## src/rtl/processor_host_controller.sv

```systemverilog
// rtl/processor_host_controller.sv - host/processor sequencer arbitrating instruction and data memory ports
//
// Purpose: owns the instruction and data memory ports on behalf of the host
// while idle (program/data load, result readback), hands them to the
// processor during a run, and reports completion, cycle count and watchdog
// timeout.
//
// Ports:
//   clk, rst                       clock, asynchronous active-high reset
//   host_valid/host_ready          host transaction handshake
//   host_op/host_addr/host_wdata   transaction opcode, address, write data
//   host_rdata/host_rvalid         READ_DATA response (one-cycle pulse)
//   busy                           controller not in IDLE
//   run_done/run_timeout           sticky run outcome flags
//   run_cycles                     cycle count of last or current run
//   proc_rstN/proc_start           processor reset (active-low) and start
//   proc_done, proc_*              processor status and memory requests
//   imem_*                         instruction memory port
//   dmem_*                         data memory port (1-cycle synchronous read)
module processor_host_controller #(
  parameter int REG_WIDTH           = 12,
  parameter int CORE_COUNT          = 4,
  parameter int INS_WIDTH           = 8,
  parameter int INS_MEM_ADDR_WIDTH  = 8,
  parameter int DATA_MEM_ADDR_WIDTH = 12,
  parameter int TIMEOUT_CYCLES      = 1000000
) (
  input  logic                                clk,
  input  logic                                rst,
  input  logic                                host_valid,
  output logic                                host_ready,
  input  logic [1:0]                          host_op,
  input  logic [DATA_MEM_ADDR_WIDTH-1:0]      host_addr,
  input  logic [REG_WIDTH*CORE_COUNT-1:0]     host_wdata,
  output logic [REG_WIDTH*CORE_COUNT-1:0]     host_rdata,
  output logic                                host_rvalid,
  output logic                                busy,
  output logic                                run_done,
  output logic                                run_timeout,
  output logic [31:0]                         run_cycles,
  output logic                                proc_rstN,
  output logic                                proc_start,
  input  logic                                proc_done,
  input  logic [INS_MEM_ADDR_WIDTH-1:0]       proc_ins_addr,
  input  logic [DATA_MEM_ADDR_WIDTH-1:0]      proc_data_addr,
  input  logic                                proc_data_wr_en,
  input  logic [REG_WIDTH*CORE_COUNT-1:0]     proc_data_out,
  output logic [INS_MEM_ADDR_WIDTH-1:0]       imem_addr,
  output logic                                imem_wr_en,
  output logic [INS_WIDTH-1:0]                imem_wdata,
  output logic [DATA_MEM_ADDR_WIDTH-1:0]      dmem_addr,
  output logic                                dmem_wr_en,
  output logic [REG_WIDTH*CORE_COUNT-1:0]     dmem_wdata,
  input  logic [REG_WIDTH*CORE_COUNT-1:0]     dmem_rdata
);

  localparam logic [31:0] TIMEOUT_LAST = 32'(TIMEOUT_CYCLES - 1);

  localparam logic [1:0] OP_LOAD_INS  = 2'b00;
  localparam logic [1:0] OP_LOAD_DATA = 2'b01;
  localparam logic [1:0] OP_RUN       = 2'b10;
  localparam logic [1:0] OP_READ_DATA = 2'b11;

  typedef enum logic [1:0] {S_IDLE, S_RD_WAIT, S_RUN} state_t;

  state_t                           state_q, state_d;
  logic                             run_done_q, run_done_d;
  logic                             run_timeout_q, run_timeout_d;
  logic [31:0]                      run_cycles_q, run_cycles_d;
  // Last driven addresses, so idle ports hold rather than glitch to 0.
  logic [INS_MEM_ADDR_WIDTH-1:0]    imem_addr_q;
  logic [DATA_MEM_ADDR_WIDTH-1:0]   dmem_addr_q;
  logic                             accept;

  // Gating with rst keeps host_ready low for the whole reset pulse.
  assign host_ready  = (state_q == S_IDLE) && !rst;
  assign accept      = host_valid && host_ready;
  assign busy        = (state_q != S_IDLE);
  assign run_done    = run_done_q;
  assign run_timeout = run_timeout_q;
  assign run_cycles  = run_cycles_q;

  always_ff @(posedge clk or posedge rst) begin
    if (rst) begin
      state_q       <= S_IDLE;
      run_done_q    <= 1'b0;
      run_timeout_q <= 1'b0;
      run_cycles_q  <= '0;
      imem_addr_q   <= '0;
      dmem_addr_q   <= '0;
    end else begin
      state_q       <= state_d;
      run_done_q    <= run_done_d;
      run_timeout_q <= run_timeout_d;
      run_cycles_q  <= run_cycles_d;
      imem_addr_q   <= imem_addr;
      dmem_addr_q   <= dmem_addr;
    end
  end

  always_comb begin
    state_d       = state_q;
    run_done_d    = run_done_q;
    run_timeout_d = run_timeout_q;
    run_cycles_d  = run_cycles_q;
    imem_addr     = imem_addr_q;
    imem_wr_en    = 1'b0;
    imem_wdata    = '0;
    dmem_addr     = dmem_addr_q;
    dmem_wr_en    = 1'b0;
    dmem_wdata    = '0;
    host_rvalid   = 1'b0;
    host_rdata    = '0;
    proc_rstN     = 1'b0;
    proc_start    = 1'b0;

    case (state_q)
      S_IDLE: begin
        if (accept) begin
          case (host_op)
            OP_LOAD_INS: begin
              imem_wr_en = 1'b1;
              imem_addr  = host_addr[INS_MEM_ADDR_WIDTH-1:0];
              imem_wdata = host_wdata[INS_WIDTH-1:0];
            end
            OP_LOAD_DATA: begin
              dmem_wr_en = 1'b1;
              dmem_addr  = host_addr;
              dmem_wdata = host_wdata;
            end
            OP_RUN: begin
              run_done_d    = 1'b0;
              run_timeout_d = 1'b0;
              run_cycles_d  = '0;
              state_d       = S_RUN;
            end
            OP_READ_DATA: begin
              dmem_addr = host_addr;
              state_d   = S_RD_WAIT;
            end
            default: ;
          endcase
        end
      end

      S_RD_WAIT: begin
        // Memory read issued on the accepting edge is visible now.
        host_rvalid = 1'b1;
        host_rdata  = dmem_rdata;
        state_d     = S_IDLE;
      end

      S_RUN: begin
        proc_rstN  = 1'b1;
        proc_start = 1'b1;
        imem_addr  = proc_ins_addr;
        dmem_addr  = proc_data_addr;
        dmem_wr_en = proc_data_wr_en;
        dmem_wdata = proc_data_out;
        // Done takes priority over a coincident watchdog expiry.
        if (proc_done) begin
          run_done_d = 1'b1;
          state_d    = S_IDLE;
        end else if (run_cycles_q == TIMEOUT_LAST) begin
          run_timeout_d = 1'b1;
          state_d       = S_IDLE;
        end else begin
          run_cycles_d = run_cycles_q + 32'd1;
        end
      end

      default: state_d = S_IDLE;
    endcase
  end

endmodule

```

## config.mk

```make
export PLATFORM = sky130hd
export DESIGN_NAME = processor_host_controller
export DESIGN_NICKNAME = d
export VERILOG_FILES = /design/src/rtl/processor_host_controller.sv
export SDC_FILE = /design/constraint.sdc
export NUM_CORES = 1
export LEC_CHECK = 0
export ABC_AREA = 1
export CORE_AREA = 2 2 135 137
export DETAILED_ROUTE_END_ITERATION = 8
export DIE_AREA = 0 0 137 139
export DONT_BUFFER_PORTS = 1
export PLACE_DENSITY = 0.49
export SLEW_MARGIN = 5
export SYNTH_ARGS = -nofsm -noshare
export SYNTH_HDL_FRONTEND = slang
export SYNTH_SLANG_ARGS = --single-unit
```

## constraint.sdc

```tcl
create_clock -name clk -period 1.5 [get_ports clk]
set_input_delay 0.15 -clock clk [delete_from_list [all_inputs] [get_ports clk]]
set_output_delay 0.15 -clock clk [all_outputs]
set_load 0.02 [all_outputs]
```

== Yosys cells after proc, flatten, opt, wreduce, memory -nomap -nowiden ==
Index checks and enable logic that the tools add are counted.

* Bits in registers: 56
* Input bits: 183
* Output and inout port bits: 165

* Add/subtract/negate cells: 1
* Eq/ne operators: 14
* Multiplexer cells: 38
* Reduce and logical (&&, ||, !) cells: 12

{| class="wikitable"
|+ Operators with widths
! kind !! number
|-
| two-way mux 48 bit || 3
|-
| two-way mux 32 bit || 4
|-
| case mux 48 bit (2 select lines) || 1
|-
| case mux 32 bit (2 select lines) || 1
|-
| two-way mux 8 bit || 5
|-
| adder 32 x 1 -> 32 bit (second input constant) || 1
|-
| equality test 32 x 20 -> 1 bit (second input constant) || 1
|-
| two-way mux 12 bit || 2
|-
| case mux 12 bit (2 select lines) || 1
|-
| case mux 8 bit (2 select lines) || 1
|-
| two-way mux 1 bit || 12
|-
| inequality test 2 bit (second input constant) || 5
|-
| AND reduction 5 bit || 2
|-
| case mux 2 bit (2 select lines) || 2
|-
| equality test 2 bit (second input constant) || 3
|-
| two-way mux 2 bit || 3
|-
| case mux 1 bit (2 select lines) || 3
|-
| equality test 2 x 1 -> 1 bit (second input constant) || 2
|-
| zero test 2 bit || 2
|-
| AND reduction 4 bit || 1
|-
| nonzero test 2 bit || 2
|-
| inequality test 3 x 1 -> 1 bit (second input constant) || 1
|-
| inequality test 3 bit (second input constant) || 1
|-
| AND reduction 3 bit || 1
|-
| other kinds (4) || 5
|}

== Logic depth before layout (Yosys ltp) ==
Gate-level depths: netlist of the first run.

* Depth after elaboration: 5
* Gate-level depth with buffers: 11
* Mapped depth without buffers: 11

== Worst setup path after synthesis of the first run ==
OpenSTA, ideal clock, no wires.

* Kind: reg2reg
* Start: reg state_q[0]
* End: reg imem_addr_q[6]
* Library setup time: 173 ps
* Arrival: 1698 ps
* Slack: -371 ps
* Cell stages (with the launch flop): 10
* Clock period less this slack: 1871 ps
* Cells stage by stage: dfrtp_1 buf_6 inv_4 nand2_4 nor2_4 nand2_2 nor2_4 buf_6 nor2_1 o211ai_1

* Word-level cells in the longest chain between the ends: 5
* Elaborated cells on any way between the ends: 6

{| class="wikitable"
|+ Ends and longest elaborated chain
! item !! RTL line !! text
|-
| start, declared || 66 || <nowiki>state_t state_q, state_d;</nowiki>
|-
| start signal, assigned || 92 || <nowiki>state_q <= state_d;</nowiki>
|-
| zero test 2 bit || 76 || <nowiki>assign host_ready = (state_q == S_IDLE) && !rst;</nowiki>
|-
| logical AND 1 bit || 76 ||
|-
| net host_ready || 31 || <nowiki>output logic host_ready,</nowiki>
|-
| logical AND 1 bit || 77 || <nowiki>assign accept = host_valid && host_ready;</nowiki>
|-
| two-way mux 8 bit || 119 || <nowiki>if (accept) begin</nowiki>
|-
| case mux 8 bit (2 select lines) || 117 || <nowiki>case (state_q)</nowiki>
|-
| net imem_addr[6] || 48 || <nowiki>output logic [INS_MEM_ADDR_WIDTH-1:0] imem_addr,</nowiki>
|-
| end signal, assigned || 96 || <nowiki>imem_addr_q <= imem_addr;</nowiki>
|-
| end, declared || 71 || <nowiki>logic [INS_MEM_ADDR_WIDTH-1:0] imem_addr_q;</nowiki>
|}

The timed path passes the listed nets, and every way through them passes these cells.
A chain may end at the register's enable or synchronous reset.

== Worst setup path in the final report of the first run ==
* Start: reg state_q[0]
* End: out imem_addr[6]

* Word-level cells in the longest chain between the ends: 5
* Elaborated cells on any way between the ends: 6

{| class="wikitable"
|+ Ends and longest elaborated chain
! item !! RTL line
|-
| zero test 2 bit || 76, 117
|-
| logical AND 1 bit || 76
|-
| logical AND 1 bit || 77
|-
| two-way mux 8 bit || 119
|-
| case mux 8 bit (2 select lines) * || 117
|-
| end, declared || 48
|}

Mark *: on every way between the ends. The rest lies on a longest branch, timed or not.

==> flow_metrics.tcl, run 1 <==
set metrics [dict create \
    seq_area_frac_synth_pct 28.8 \
    drive_gt1_share_pct 42.9 \
    grt_antenna_before_repair 0 \
    wl_per_cell_um 18.0 \
    grt-ovfl-total 0 \
    worst-setup-path-type "flop to primary output" \
    critical_path_buf_inv_count 5 \
    period_share_pct 136 \
    synth_warnings 0 \
    die_h_um 139 \
    io_pins 348 \
    maxCapViolCount 0 \
    firstDrtPassIters 5 \
    switching_share_pct 47.4 \
    clkTransAtPathRegs_ns 0.07 \
    routabilityCongestion 0.826 \
    hold_viol 0 \
    synth-edff-count 0 \
    grt_usage_pct 21.4 \
    slowest_delay_ns 0.41 \
    cp-start-kind "flop" \
    fmax_mhz 491 \
    p_leak_nw 4.30 \
    hpwlAfterDp_um 15000 \
    postRouteAntennaNets 0 \
    async_flop_share_pct 100 \
    dieArea_um2 19000 \
    port_buffers 0 \
    drt_wl_total_um 22600 \
    setup_viol 180 \
    final.min_clock_period_ns 2.04 \
    path_cells "buf_4, buf_6, buf_6, nor2_4, buf_6, nand2_1, o211ai_1, buf_4" \
    synth_top_area_share_pct 28.8 \
    path_max_fanout 9 \
    areaGrowthSynthToFinish_pct 84.7 \
    failed_checks "negative setup slack" \
    fp.dieW_um 137 \
    ys.flop_type "dfrtp_1" \
    final_util_pct 50.9 \
    switching_power_mw 5.15 \
    rsz0062_at_grt "true" \
    hp-class "primary input to flop" \
    seqPwrFrac_pct 18.7 \
    syn-num-nets 1022 \
    fill_cells 1631 \
    cts_max_path_buffers 2 \
    ys_seq_elements 56 \
    dr.first_iter.drc_count 301 \
    cellPowerDensity_nw_per_um2 1210 \
    cts.sinks 56 \
    path_common_cell "buf_6" \
    rows 49 \
    cp_slowest_cell "dfrtp_1" \
    p_int_mw 5.73 \
    vias 6132 \
    final-max-slew-violation-count 0 \
    yosys-top-cells-area "dfrtp_1 (29%), nand2_1 (24%), nand3_1 (11%)" \
    worstSetupEndpointType "primary output" \
    fin_skew_ns 0.0151 \
    cts_tree "built" \
    clk_latency_ns 0.31 \
    synth_common_cells "nand2_1 (311), inv_1 (119), nor2_1 (110), nand3_1 (108), dfrtp_1 (56)" \
    syn_area_um2 4870 \
    grt_pass1_wl_um 31600 \
    grt_start_max_net_pins 42 \
    drc 0 \
    grt_pass1_vias 5886 \
    n_antenna_cell 0 \
    worst_pin_slew_ns 0.619 \
    yosysMostFrequentCell "nand2_1" \
    cpLargestDelayFamily "buffers and inverters" \
    viasPerCell 4.87 \
    clkPwrFrac_pct 12.7 \
    pwr-share-comb_pct 68.6 \
    cp_data_arrival_time_ns 1.89 \
    synth_top_cell_by_area "dfrtp_1" \
    netlist_instances 838 \
    avgSynthCellArea_um2 5.81 \
    slew_headroom_pct 58.7 \
    root_buffer "clkbuf_16" \
    setup_ws_ns -0.536 \
    ir_worst_vdd_uv 1170 \
    power_mw 10.9 \
    start_util_pct 27.6 \
    synth.distinct_cells 30 \
    htree_levels 2 \
    status "complete, but fails checks" \
    cts_buffers 5 \
    multiInputGateArea_um2 4170 \
    cp.required_ns 1.35 \
    fin_nets 1213 \
    core_area_um2 17700 \
    regArea_um2 1410 \
]
## final cells by class
type                            instances  area share [%]
Clock buffer                            6            1.43
Clock inverter                          1           0.334
Inverter                              125            5.54
Multi-Input combinational cell        621            46.4
Sequential cell                        56            15.6
Tap cell                              229            3.19
Timing Repair Buffer                  220            27.5
## power groups by stage
stage          combinational [mW]  clock (mW)  sequential (mW)
2_1_floorplan                3.55           0             2.06
3_3_place_gp                 5.02           0             2.05
3_5_place_dp                 5.01           0             2.05
4_1_cts                      6.46        1.42             2.03
5_1_grt                      7.86        1.47             2.07
6_report                     7.47        1.38             2.03
## worst paths after layout
check	start	to	slack [ns]	cells past startpoint
hold / removal	host_addr[3]	imem_addr_q[3]	0.03	2
hold reg to reg	imem_addr_q[7]	imem_addr_q[7]	0.55	2
min in group asynchronous	rst	dmem_addr_q[6]	0.41	2
max in group asynchronous	rst	run_cycles[14]	0.57	3
setup reg to reg	state_q[0]	run_cycles[19]	-0.42	14
setup / recovery	state_q[0]	imem_addr[6]	-0.54	8
## registers in the layout, summed over array words and instances (netlist names)
| register | flops |
|---|---|
| state_q | 2 |
| dmem_addr_q | 12 |
| run_cycles | 32 |
| imem_addr_q | 8 |
| run_timeout | 1 |
| run_done | 1 |
## cell usage in the layout (no fill, tap or decap), types with 24 or more instances in the layout
master,n
nor2_1,46
nand3_1,68
nand2_1,263
nor2_4,69
dfrtp_1,52
nand3_4,27
nand2_2,24
buf_4,122
inv_1,115
nand2_4,29
buf_6,53
## cells by family after synthesis
group / synth area share (%)
fa+ha+maj: 0.257
buf+inv: 14.7
flops: 28.8
simple gates: 48.9
xor+xnor: 2.34
compound gates: 4.99
## layer usage
| layer | part of all wire [%] | GRT usage, % | vias up |
|---|---|---|---|
| li1 | - | - | 2955 |
| met1 | 40 | 27.5 | 2848 |
| met2 | 51 | 36.6 | 302 |
| met3 | 7.1 | 3.69 | 27 |
| met4 | 1.6 | 5.75 | 0 |
| met5 | 0 | 0 | - |
## what timing repair did
| item | CTS | global route |
|---|---|---|
| hold endpoints to repair | 23 | 0 |
| gates cloned | 13 | 10 |
| pin swaps | 26 | 45 |
| setup endpoints to repair | 174 | 184 |
| gates resized for setup | 153 | 105 |
| setup buffers | 27 | 23 |
| hold buffers | 3 | 0 |
## stage by stage
stage / std cells / TNS [ns] / setup WS [ns] / hold slack, ns / instance area [um2]
finish: 1258 / -61.20 / -0.536 / 0.0299 / 8990
global route: 1258 / -77.19 / -0.584 / 0.0240 / 8990
CTS: 1229 / -54.57 / -0.496 / 0.0183 / 8160
global placement: 1179 / -10.35 / -0.220 / 0.131 / 6790
detailed placement: 1179 / -12.32 / -0.234 / 0.129 / 6790
floorplan: 838 / -22.67 / -0.334 / 0.230 / 5500
(Power assumes the default switching activity.)
==> run 2: changes to the inputs <==
--- a/config.mk
+++ b/config.mk
@@ -6,11 +6,14 @@
 export NUM_CORES = 1
 export LEC_CHECK = 0
 export ABC_AREA = 1
-export CORE_AREA = 2 2 135 137
+export CELL_PAD_IN_SITES_DETAIL_PLACEMENT = 0
+export CELL_PAD_IN_SITES_GLOBAL_PLACEMENT = 1
+export CORE_AREA = 2 2 134 136
 export DETAILED_ROUTE_END_ITERATION = 8
-export DIE_AREA = 0 0 137 139
+export DIE_AREA = 0 0 136 138
 export DONT_BUFFER_PORTS = 1
-export PLACE_DENSITY = 0.49
+export PLACE_DENSITY = 0.68
+export SETUP_SLACK_MARGIN = 0.02
 export SLEW_MARGIN = 5
 export SYNTH_ARGS = -nofsm -noshare
 export SYNTH_HDL_FRONTEND = slang
==> flow_metrics.tcl, run 2 (synthesis results as in run 1) <==
set metrics [dict create \
    dr.first_iter.drc_count 324 \
    setup_ws_ns -0.481 \
    routabilityCongestion 0.825 \
    fp.dieW_um 136 \
    fill_cells 1661 \
    most-common-layout-cells "nand2_1 (257), buf_4 (132), inv_1 (116)" \
    cp-start-kind "flop" \
    path_cells "clkinv_4, nand2_4, nor2_4, nand2_4, nor2_4, buf_12, nand2_8, buf_6, o21ai_2, buf_6" \
    postRouteAntennaNets 0 \
    drive_gt1_share_pct 44.2 \
    drt_wl_total_um 22600 \
    ir_worst_vdd_uv 1070 \
    fmax_mhz 505 \
    worst-setup-path-type "flop to primary output" \
    power_mw 10.9 \
    slowest_delay_ns 0.44 \
    clkTransAtPathRegs_ns 0.08 \
    hp-class "primary input to flop" \
    worst_pin_slew_ns 0.444 \
    regToRegSetupSlack_ns -0.38 \
    dp.cells 1193 \
    port_buffers 0 \
    worstHoldPathCells 2 \
    grt_antenna_before_repair 2 \
    viasPerCell 4.85 \
    htree_levels 2 \
    rows 49 \
    cpLargestDelayFamily "buffers and inverters" \
    final.min_clock_period_ns 1.98 \
    grt_pass1_wl_um 34100 \
    layout.cells.most_common "nand2_1" \
    root_buffer "clkbuf_16" \
    hold_viol 0 \
    fin_nets 1220 \
    cts_buffers 5 \
    dieArea_um2 18800 \
    io_pins 348 \
    critical_path_buf_inv_count 4 \
    largest_reg_flops 32 \
    core_area_um2 17500 \
    grt-ovfl-total 0 \
    wl_per_cell_um 17.8 \
    worstSetupEndpointType "primary output" \
    cts_max_path_buffers 2 \
    grt_start_max_net_pins 32 \
    regArea_um2 1410 \
    start_util_pct 27.8 \
    min_to "imem_addr_q[6]" \
    cp.required_ns 1.35 \
    r2r_start "state_q[0]" \
    rsz0062_at_grt "true" \
    final-max-slew-violation-count 0 \
    reg2regPathDepth 12 \
    setup_viol 176 \
    maxCapViolCount 0 \
    drc 0 \
    cts.sinks 56 \
    path_max_fanout 6 \
    fin_skew_ns 0.0157 \
    grt_pass1_vias 6053 \
    cellPowerDensity_nw_per_um2 1220 \
    period_share_pct 132 \
    n_antenna_cell 0 \
    status "complete, but fails checks" \
    firstDrtPassIters 5 \
    hpwlAfterDp_um 15800 \
    die_h_um 138 \
    cp_slowest_cell "dfrtp_2" \
    clk_latency_ns 0.31 \
    multiInputGateArea_um2 4090 \
    worst_r2r_endpoint "dmem_addr_q[8]" \
    finalNonFillerCells 1266 \
    min_from "proc_ins_addr[6]" \
    slew_headroom_pct 70.4 \
    cts_tree "built" \
    cp_data_arrival_time_ns 1.83 \
    areaGrowthSynthToFinish_pct 82.7 \
    failed_checks "negative setup slack" \
    p_leak_nw 4.31 \
    vias 6135 \
    grt_usage_pct 23.3 \
]
## run 2: cell count changes in the layout (fill, tap and decap cells not counted), moves of 5 or more
cell and change:
nand3_1 -6, buf_16 +6, clkbuf_16 -7, nand2_1 -6
nand3_4 -5, nand3_2 +11, buf_4 +10, nand2_2 +11
nand2_4 -6
## run 2: per-stage QoR
step / TNS, ns / worst slack [ns] / hold WS (ns) / instance area (um2) / util (%)
after floorplan: -22.71 / -0.334 / 0.230 / 5510 / -
after global placement: -21.71 / -0.224 / 0.151 / 6890 / 39.3
final: -55.79 / -0.481 / 0.0245 / 8890 / 50.7
after global routing: -71.59 / -0.568 / 0.0273 / 8890 / 50.7
after CTS: -55.69 / -0.471 / 0.0148 / 8450 / 48.2
after detailed placement: -24.67 / -0.281 / 0.155 / 6890 / 39.3
## run 2: worst reg2reg max path, cell delays in order (launching register included)
cell and delay (ns):
dfrtp_2 0.44, clkinv_4 0.06, nand2_4 0.06, nor3_1 0.12, nand2_1 0.13, buf_6 0.14, nor2_1 0.09, o211ai_1 0.12
buf_4 0.14, buf_4 0.12, buf_4 0.12, buf_4 0.12, buf_4 0.12
## run 2: area by class of cell
| type | count | area share (%) |
|---|---|---|
| Timing Repair Buffer | 227 | 27.6 |
| Clock inverter | 2 | 0.436 |
| Tap cell | 229 | 3.22 |
| Inverter | 125 | 5.49 |
| Clock buffer | 6 | 1.45 |
| Sequential cell | 56 | 15.8 |
| Multi-Input combinational cell | 621 | 46.0 |
## run 2: how the worst max path moves through the flow
stage,startpoint,endpoint,slack (ns),cells after the start
final,state_q[0],dmem_wdata[5],-0.48,10
after detailed placement,run_cycles[1],run_cycles[30],-0.28,10
after global placement,run_cycles[1],run_cycles[21],-0.22,10
after CTS,state_q[0],dmem_wdata[5],-0.47,10
after floorplan,state_q[0],imem_addr_q[6],-0.33,9
after global routing,state_q[0],dmem_addr[2],-0.57,10
## run 2: metal layers
| metal | wire length (um) | GRT usage (%) |
|---|---|---|
| met3 | 1920 | 5.57 |
| met4 | 258 | 4.55 |
| met2 | 11300 | 39.8 |
| met1 | 9110 | 30.0 |
| met5 | 27 | 0 |
## run 2: repair_timing
action,4_1_cts,5_1_grt
hold buffers,3,0
setup endpoints to repair,181,183
resized for setup,172,78
setup buffers,31,14
gates cloned,17,0
pin swaps,29,29
hold endpoints to repair,57,0
## run 2: power by group
part           leakage (nW)  switching, mW  total [mW]  internal [mW]
Sequential            0.737          0.210        2.05           1.84
Clock                0.0815          0.646        1.45          0.800
Combinational          3.49           4.32        7.37           3.06
Total                  4.31           5.17        10.9           5.69
==> run 3: changes to the inputs <==
--- a/config.mk
+++ b/config.mk
@@ -8,11 +8,11 @@
 export ABC_AREA = 1
 export CELL_PAD_IN_SITES_DETAIL_PLACEMENT = 0
 export CELL_PAD_IN_SITES_GLOBAL_PLACEMENT = 1
-export CORE_AREA = 2 2 134 136
+export CORE_ASPECT_RATIO = 0.8
+export CORE_UTILIZATION = 25
 export DETAILED_ROUTE_END_ITERATION = 8
-export DIE_AREA = 0 0 136 138
 export DONT_BUFFER_PORTS = 1
-export PLACE_DENSITY = 0.68
+export PLACE_DENSITY = 0.63
 export SETUP_SLACK_MARGIN = 0.02
 export SLEW_MARGIN = 5
 export SYNTH_ARGS = -nofsm -noshare
==> flow_metrics.tcl, run 3 (synthesis results as in run 1) <==
set metrics [dict create \
    min_to "dmem_addr_q[3]" \
    cp.required_ns 1.35 \
    areaGrowthSynthToFinish_pct 95.1 \
    largest_reg_flops 32 \
    core_area_um2 19000 \
    maxCapViolCount 0 \
    ir_worst_vdd_uv 888 \
    drc 0 \
    cp_slowest_cell "dfrtp_1" \
    path_common_cell "nand2_4" \
    path_max_fanout 7 \
    clk_latency_ns 0.30 \
    start_util_pct 25.6 \
    power_mw 11.5 \
    dp_slack_ns -0.270 \
    drive_gt1_share_pct 45.7 \
    cts.sinks 56 \
    grt_usage_pct 23.1 \
    setup_viol 173 \
    hpwlAfterDp_um 16600 \
    dp.cells 1249 \
    p_leak_nw 4.54 \
    fill_cells 1877 \
    slowest_delay_ns 0.41 \
    grt_start_max_net_pins 42 \
    worstSetupEndpointType "primary output" \
    period_share_pct 132 \
    final_area_um2 9490 \
    cts_buffers 5 \
    dieArea_um2 20000 \
    critical_path_buf_inv_count 4 \
    final.min_clock_period_ns 1.98 \
    root_buffer "clkbuf_16" \
    drt-met1-wl_um 10700 \
    routabilityCongestion 0.823 \
    status "complete, but fails checks" \
    firstDrtPassIters 5 \
    wl_per_cell_um 18.4 \
    layout.cells.most_common "nand2_1" \
    io_pins 348 \
    cts_max_path_buffers 2 \
    fmax_mhz 505 \
    path_cells "inv_2, nand2_4, nor2_4, nand2_4, nor2_4, buf_6, buf_8, nand2_4, nand3_2, o211ai_1, buf_4" \
    highest_layer "met4" \
    final_util_pct 49.9 \
    postRouteAntennaNets 0 \
    worst_pin_slew_ns 0.468 \
    htree_levels 2 \
    worstHoldPathCells 2 \
    grt_pass1_wl_um 34800 \
    hold_viol 0 \
    grt-ovfl-total 0 \
    worst_r2r_endpoint "run_cycles[21]" \
    r2r_start "state_q[0]" \
    fin_nets 1242 \
    rows 45 \
    drt_wl_total_um 24200 \
    dr.first_iter.drc_count 323 \
    wl_met3_um 1610 \
    vias 6168 \
    finalNonFillerCells 1318 \
    whs_ns 0.0103 \
    failed_checks "negative setup slack" \
    grt_pass1_vias 5875 \
    rsz0062_at_grt "true" \
    fp.dieW_um 158 \
    hp-class "primary input to flop" \
    cp_data_arrival_time_ns 1.83 \
    place_area_um2 7180 \
    grt_antenna_before_repair 2 \
    slew_headroom_pct 68.7 \
    tns_ns -55.23 \
    fin_skew_ns 0.00629 \
    cpLargestDelayFamily "buffers and inverters" \
    min_from "proc_data_addr[3]" \
    regToRegSetupSlack_ns -0.16 \
    port_buffers 0 \
    viasPerCell 4.68 \
    cellPowerDensity_nw_per_um2 1210 \
    die_h_um 127 \
    worst-setup-path-type "flop to primary output" \
    most-common-layout-cells "nand2_1 (253), buf_4 (125), inv_1 (116)" \
    reg2regPathDepth 10 \
    clkTransAtPathRegs_ns 0.08 \
    cts_tree "built" \
    final-max-slew-violation-count 0 \
    setup_ws_ns -0.479 \
    cp-start-kind "flop" \
    met2_length_um 11500 \
]
[run 3: cell types whose count changed in the layout (fill, tap and decap cells not counted), sizes merged]
cell,before,now
bufbuf,1,0
buf,223,243
bufinv,1,2
clkbuf,6,8
nand2,319,318
diode,0,2
[run 3: worst max-delay path by stage]
stage,from,end,slack (ns),cells after the start
final,state_q[1],dmem_addr[2],-0.48,11
after global routing,state_q[0],dmem_addr[2],-0.56,11
after CTS,state_q[0],dmem_addr[2],-0.51,11
after detailed placement,run_cycles[1],run_cycles[24],-0.27,10
after global placement,run_cycles[1],run_cycles[25],-0.20,10
after floorplan,state_q[0],imem_addr_q[6],-0.33,9
[run 3: final cells by class]
type	count	area (um2)	area share, %
sequential	56	1410	14.8
clock buffer	5	125	1.32
timing repair inverter	1	11.3	0.119
multi-input combinational	620	4210	44.4
antenna	2	5.00	0.0527
timing repair buffer	249	2850	30.0
tap	258	323	3.40
inverter	125	505	5.32
clock inverter	2	60.1	0.633
[run 3: where the power goes]
part,switching (mW),internal [mW],leakage [nW]
Combinational,4.54,3.33,3.72
Sequential,0.238,1.84,0.735
Clock,0.624,0.952,0.0899
Total,5.40,6.12,4.54
[run 3: worst register-to-register path, delay by kind of cell, from the launching register on]
| kind | cells | cell delay (ns) |
|---|---|---|
| buffers and inverters | 3 | 0.44 |
| AO/OA/AOI/OAI | 1 | 0.07 |
| flip-flops | 1 | 0.40 |
| AND/OR/NAND/NOR | 6 | 0.66 |
[run 3: what timing repair did]
action,CTS,global route
hold buffers,3,0
resized for setup,228,80
pin swaps,26,34
cloned,14,5
endpoints found under the hold margin,17,0
setup endpoints to repair,175,181
buffers inserted,30,9
[run 3: routing by layer]
metal  vias to the layer above  GRT usage, %
li1                       3010             -
met1                      2888          31.5
met3                        29          4.48
met5                         -             0
met4                         0          4.86
met2                       241          37.6
